## src/rtl/cpu_pkg.sv

```systemverilog
// Shared CPU datapath definitions: default PC geometry, the control-unit op
// encoding and the fixed priority used when several PC requests coincide.
package cpu_pkg;

    localparam int unsigned PC_WIDTH     = 8;
    localparam logic [PC_WIDTH-1:0] PC_RESET_VEC = '0;

    typedef enum logic [2:0] {
        OP_NONE = 3'd0,
        OP_INC  = 3'd1,
        OP_LOAD = 3'd2,
        OP_REL  = 3'd3,
        OP_CALL = 3'd4,
        OP_RET  = 3'd5
    } op_e;

    localparam int unsigned OP_COUNT  = 6;
    localparam int unsigned OP_PRIO_N = 5;

    // Highest priority first.
    localparam op_e OP_PRIORITY [OP_PRIO_N] = '{OP_RET, OP_CALL, OP_LOAD, OP_REL, OP_INC};

    // Walk from lowest to highest priority so the last hit is the winner.
    function automatic op_e pick_op(input logic [OP_COUNT-1:0] req);
        op_e sel;
        sel = OP_NONE;
        for (int unsigned i = OP_PRIO_N; i > 0; i--) begin
            if (req[OP_PRIORITY[i-1]]) begin
                sel = OP_PRIORITY[i-1];
            end
        end
        return sel;
    endfunction

endpackage

```

## src/rtl/pc_ret_stack.sv

```systemverilog
// Hardware return-address LIFO for pc_unit. Pushes while full and pops while
// empty are ignored; empty/full are registered from the next pointer value.
module pc_ret_stack
    import cpu_pkg::*;
#(
    parameter int unsigned WIDTH = PC_WIDTH,
    parameter int unsigned DEPTH = 4
) (
    input  logic             clk,
    input  logic             rst_n,
    input  logic             push,
    input  logic             pop,
    input  logic [WIDTH-1:0] push_val,
    output logic [WIDTH-1:0] top,
    output logic             empty,
    output logic             full
);

    localparam int unsigned AW = $clog2(DEPTH);
    localparam logic [AW:0] SP_FULL = (AW+1)'(DEPTH);

    logic [AW:0]      sp;
    logic [AW:0]      sp_next;
    logic [AW-1:0]    top_idx;
    logic [WIDTH-1:0] mem [DEPTH];
    logic             do_push;
    logic             do_pop;

    assign do_pop  = pop && !empty;
    assign do_push = push && !full && !do_pop;
    assign top_idx = sp[AW-1:0] - AW'(1);
    assign top     = mem[top_idx];

    always_comb begin
        sp_next = sp;
        if (do_pop) begin
            sp_next = sp - (AW+1)'(1);
        end else if (do_push) begin
            sp_next = sp + (AW+1)'(1);
        end
    end

    always_ff @(posedge clk or negedge rst_n) begin
        if (!rst_n) begin
            sp    <= '0;
            empty <= 1'b1;
            full  <= 1'b0;
        end else begin
            sp    <= sp_next;
            empty <= (sp_next == '0);
            full  <= (sp_next == SP_FULL);
        end
    end

    // Entries are don't-care after reset, so the array carries no reset.
    always_ff @(posedge clk) begin
        if (do_push) begin
            mem[sp[AW-1:0]] <= push_val;
        end
    end

endmodule

```

## src/rtl/pc_unit.sv

```systemverilog
// Program-counter unit: inc / jump / relative branch / call / return with an
// internal return stack, a registered bus copy of the PC and sticky stack errors.
module pc_unit
    import cpu_pkg::*;
#(
    parameter int unsigned WIDTH       = PC_WIDTH,
    parameter logic [WIDTH-1:0] RESET_VEC = WIDTH'(PC_RESET_VEC),
    parameter int unsigned STEP        = 1,
    parameter int unsigned STACK_DEPTH = 4
) (
    input  logic             clk,
    input  logic             rst_n,
    input  logic             inc,
    input  logic             load,
    input  logic             rel,
    input  logic             call,
    input  logic             ret,
    input  logic [WIDTH-1:0] load_val,
    input  logic [WIDTH-1:0] offset,
    input  logic             out_enable,
    input  logic             clr_err,
    output logic [WIDTH-1:0] pc,
    output logic [WIDTH-1:0] outp,
    output logic             stack_empty,
    output logic             stack_full,
    output logic             overflow_err,
    output logic             underflow_err
);

    localparam logic [WIDTH-1:0] STEP_V = WIDTH'(STEP);

    logic [OP_COUNT-1:0] req;
    op_e                 op;
    logic [WIDTH-1:0]    pc_next;
    logic [WIDTH-1:0]    ret_addr;
    logic [WIDTH-1:0]    stack_top;
    logic                push;
    logic                pop;
    logic                ovf_set;
    logic                unf_set;

    always_comb begin
        req          = '0;
        req[OP_INC]  = inc;
        req[OP_LOAD] = load;
        req[OP_REL]  = rel;
        req[OP_CALL] = call;
        req[OP_RET]  = ret;
    end

    assign op       = pick_op(req);
    assign push     = (op == OP_CALL);
    assign pop      = (op == OP_RET);
    assign ret_addr = pc + STEP_V;
    assign ovf_set  = push && stack_full;
    assign unf_set  = pop && stack_empty;

    pc_ret_stack #(
        .WIDTH (WIDTH),
        .DEPTH (STACK_DEPTH)
    ) u_stack (
        .clk      (clk),
        .rst_n    (rst_n),
        .push     (push),
        .pop      (pop),
        .push_val (ret_addr),
        .top      (stack_top),
        .empty    (stack_empty),
        .full     (stack_full)
    );

    always_comb begin
        pc_next = pc;
        unique case (op)
            OP_INC:  pc_next = pc + STEP_V;
            OP_LOAD: pc_next = load_val;
            OP_REL:  pc_next = pc + offset;
            OP_CALL: pc_next = load_val;
            OP_RET:  pc_next = stack_empty ? pc : stack_top;
            default: pc_next = pc;
        endcase
    end

    always_ff @(posedge clk or negedge rst_n) begin
        if (!rst_n) begin
            pc            <= RESET_VEC;
            outp          <= '0;
            overflow_err  <= 1'b0;
            underflow_err <= 1'b0;
        end else begin
            pc <= pc_next;
            if (out_enable) begin
                outp <= pc;
            end
            // A new error in the same cycle as clr_err keeps the flag set.
            overflow_err  <= ovf_set | (overflow_err & ~clr_err);
            underflow_err <= unf_set | (underflow_err & ~clr_err);
        end
    end

endmodule
```

## config.mk

```make
export PLATFORM = sky130hd
export DESIGN_NAME = pc_unit
export DESIGN_NICKNAME = d
export VERILOG_FILES = /design/src/rtl/cpu_pkg.sv /design/src/rtl/pc_ret_stack.sv /design/src/rtl/pc_unit.sv
export SDC_FILE = /design/constraint.sdc
export NUM_CORES = 1
export LEC_CHECK = 0
export ABC_AREA = 1
export BUFFER_PORTS_ARGS = -buffer_cell sky130_fd_sc_hd__buf_2
export CAP_MARGIN = 0
export CORE_ASPECT_RATIO = 0.8
export CORE_MARGIN = 4
export CORE_UTILIZATION = 53
export CTS_BUF_LIST = sky130_fd_sc_hd__clkbuf_2
export DETAILED_ROUTE_END_ITERATION = 7
export GPL_TIMING_DRIVEN = 1
export PLACE_DENSITY = 0.78
export SETUP_SLACK_MARGIN = 0.02
export SLEW_MARGIN = 10
export SYNTH_ARGS = -nofsm -noshare
export SYNTH_HDL_FRONTEND = slang
export SYNTH_SLANG_ARGS = --single-unit
```

## constraint.sdc

```tcl
create_clock -name clk -period 1.9 [get_ports clk]
set_input_delay 0.38 -clock clk [delete_from_list [all_inputs] [get_ports clk]]
set_output_delay 0.38 -clock clk [all_outputs]
set_load 0.01 [all_outputs]
```

==> flow_summary.json <==
{
  "viasPerCell": 5.183,
  "die_w_microns": 91.72,
  "fillers": 453,
  "fin_crit_ns": 1.767,
  "total_power_mw": 5.131,
  "tightest_slew_ns": 0.5706,
  "ys_seq_area_share_pct": 51.75,
  "drive_above_1_share_pct": 21.66,
  "worst-setup-path-type": "flip-flop to flip-flop",
  "hold_violations": 0,
  "start_kind": "flip-flop",
  "finalWorstSetupSlack_ns": 0.1330,
  "dr.max_layer_used": "met4",
  "overflow": 0,
  "finalCritPeriodShare_pct": 93.00,
  "endpoint_kind": "flip-flop",
  "wl_met3_microns": 401,
  "fmaxAchievable_mhz": 565.9,
  "r2r_slack_ns": 0.13,
  "io_buffer_count": 44,
  "ir_drop_uv": 734.2,
  "rows": 24,
  "dieArea_sq_um": 6876,
  "utilization_pct": 63.10,
  "cp_cell_sequence": "ha_1 > fa_1 > or2_2 > nand3_1 > nand4_1 > nand2_1 > nand2_1",
  "slew_headroom_pct": 61.96,
  "leakagePower_nw": 1.662,
  "rsz0062_at_grt": "false",
  "tns_ns": 0,
  "final_common_cell": "nand2_1",
  "synth_nets": 375,
  "wl_met2_microns": 3263,
  "required_ns": 2.28,
  "core-area_sq_um": 5435,
  "crit_slowest_cell": "dfrtp_1",
  "arrival_ns": 2.14,
  "insertion_delay_ns": 0.44,
  "crit_fanout": 4,
  "antennaDiodeCount": 0,
  "synth_area_per_cell_sq_um": 8.818,
  "cts_made_buffers": 5,
  "drtPass1Iterations": 4,
  "synthToLayoutAreaGrowth_pct": 15.41,
  "tritoncts": "yes",
  "path_buf_inv": 0,
  "whs_ns": 0.1048,
  "netlist_area_sq_um": 2972,
  "antenna_found_initial": 0,
  "num_vias": 2462,
  "crit_path_max_incr_delay_ns": 0.44,
  "wl_per_cell_microns": 14.44,
  "drv_cap": 0,
  "drt-initial-drc-count": 144,
  "clock_skew_ns": 0.007207,
  "drt-met1-wl_microns": 3074,
  "fp.dieH_microns": 74.98,
  "clk_pin_slew_ns": 0.25,
  "first_global_vias": 2373,
  "status": "complete, no violations",
  "ios": 45,
  "setup_viol": 0,
  "drc": 0,
  "synth_cell_types": 37,
  "grt_usage_pct": 21.16,
  "ys_ff_latch": 55,
  "start_util_pct": 54.67,
  "cts_root_buf": "clkbuf_2",
  "pre_cts_ws_ns": 0.04293,
  "path_common_cell": "nand2_1",
  "postSynthCellCount": 337,
  "slew_violations": 0,
  "ant_nets": 0,
  "grt_max_degree": 24,
  "powerDensity_nw_per_um2": 1496,
  "cts_max_level": 2,
  "dp_hpwl_microns": 5162,
  "mostFrequentLayoutCells": "nand2_1, buf_2, inv_1",
  "critPathTopFamily": "adder cells",
  "grt_first_pass_wirelength_microns": 11120,
  "final_nets": 434,
  "cts_buffer_depth": 2,
  "wl_microns": 6860,
  "yosys_warnings": 0,
  "place.gp.congestion": 0.8931,
  "numClockSinks": 55,
  "holdCritPathClass": "primary input to flip-flop"
}
-- cells in the mapped netlist --
library cell | n | area share (%)
nand2_1 | 103 | 13
inv_1 | 37 | 4.7
edfxtp_1 | 32 | 32
nor2_1 | 32 | 4.0
dfrtp_1 | 22 | 19
nand3_1 | 22 | 3.7
a21oi_1 | 16 | 2.7
ha_1 | 12 | 5.1
o21ai_0 | 10 | 1.7
nand4_1 | 5 | 1.1
o21ai_1 | 4 | 0.67
xor2_1 | 4 | 1.2
a31oi_1 | 3 | 0.63
inv_2 | 3 | 0.38
mux2_2 | 3 | 1.1
buf_2 | 2 | 0.34
buf_4 | 2 | 0.51
clkbuf_1 | 2 | 0.25
nand2_4 | 2 | 0.76
nor2_4 | 2 | 0.76
o211ai_1 | 2 | 0.51
or2_2 | 2 | 0.42
a21o_1 | 1 | 0.25
a21oi_2 | 1 | 0.29
and3_1 | 1 | 0.21
buf_6 | 1 | 0.38
clkbuf_2 | 1 | 0.17
dfstp_2 | 1 | 0.88
fa_1 | 1 | 0.67
inv_4 | 1 | 0.21
nand3b_1 | 1 | 0.25
nor2_2 | 1 | 0.21
o22ai_1 | 1 | 0.21
o22ai_2 | 1 | 0.42
o22ai_4 | 1 | 0.67
xnor2_1 | 1 | 0.29
xor2_2 | 1 | 0.55
-- path summary, 6_finish.rpt --
kind / startpoint / end / depth (start not counted)
worst max register to register: pc[0] / pc[2] / 7
worst max-delay path: pc[0] / pc[2] / 7
worst min-delay path: clr_err / overflow_err / 2
min in group asynchronous: rst_n / u_stack.full / 2
worst min register to register: u_stack.sp[2] / u_stack.sp[2] / 1
max in group asynchronous: rst_n / u_stack.empty / 2
-- where the power goes --
part / internal (mW) / switching [mW] / total [mW]
registers: 1.72 / 0.194 / 1.91
logic: 0.997 / 1.66 / 2.66
clock network: 0.216 / 0.348 / 0.564
-- sequential cells by signal (all words and copies together) (netlist names) --
name and flops:
u_stack.mem 32, outp 8, underflow_err 1, u_stack.full 1
u_stack.sp 3, pc 8, u_stack.empty 1, overflow_err 1
-- kinds of logic (layout without fill, tap and decap cells) --
kind of cell / after synthesis / in the layout / share of synthesized area (%)
xor+xnor: 6 / 6 / 2.021
fa+ha+maj: 13 / 13 / 5.726
buf+inv: 49 / 109 / 6.905
flops: 55 / 55 / 51.75
compound gates: 40 / 40 / 8.042
simple gates: 171 / 171 / 24.42
mux: 3 / 3 / 1.137
-- stage by stage --
| stage | std cells | cell area [sq um] |
|---|---|---|
| 3_5_place_dp | 466 | 3353 |
| 2_1_floorplan | 337 | 2972 |
| 6_report | 475 | 3430 |
| 3_3_place_gp | 466 | 3353 |
| 5_1_grt | 475 | 3430 |
| 4_1_cts | 475 | 3427 |
-- routing by layer --
| layer | up-vias | global-route usage, % |
|---|---|---|
| li1 | 1217 | - |
| met1 | 1166 | 28.53 |
| met2 | 67 | 35.47 |
| met3 | 12 | 3.596 |
| met4 | 0 | 7.414 |
| met5 | - | 0 |
-- final cells by class --
type                    instances  area, sq um  area share (%)
repair buffers                 60        342.8           9.996
inverters                      41        156.4           4.560
clock inverters                 3        38.79           1.131
multi-input cells             233         1231           35.90
well taps                      78        97.59           2.846
clock buffers                   5        25.02          0.7297
flip-flops and latches         55         1538           44.84
-- timing repair --
action / 4_1_cts / 5_1_grt
hold endpoints to repair: 22 / 0
endpoints found under the setup margin: 0 / 3
buffers inserted: 0 / 0
gates resized for setup: 0 / 1
hold buffers: 1 / 0
(Power assumes the default switching activity.)
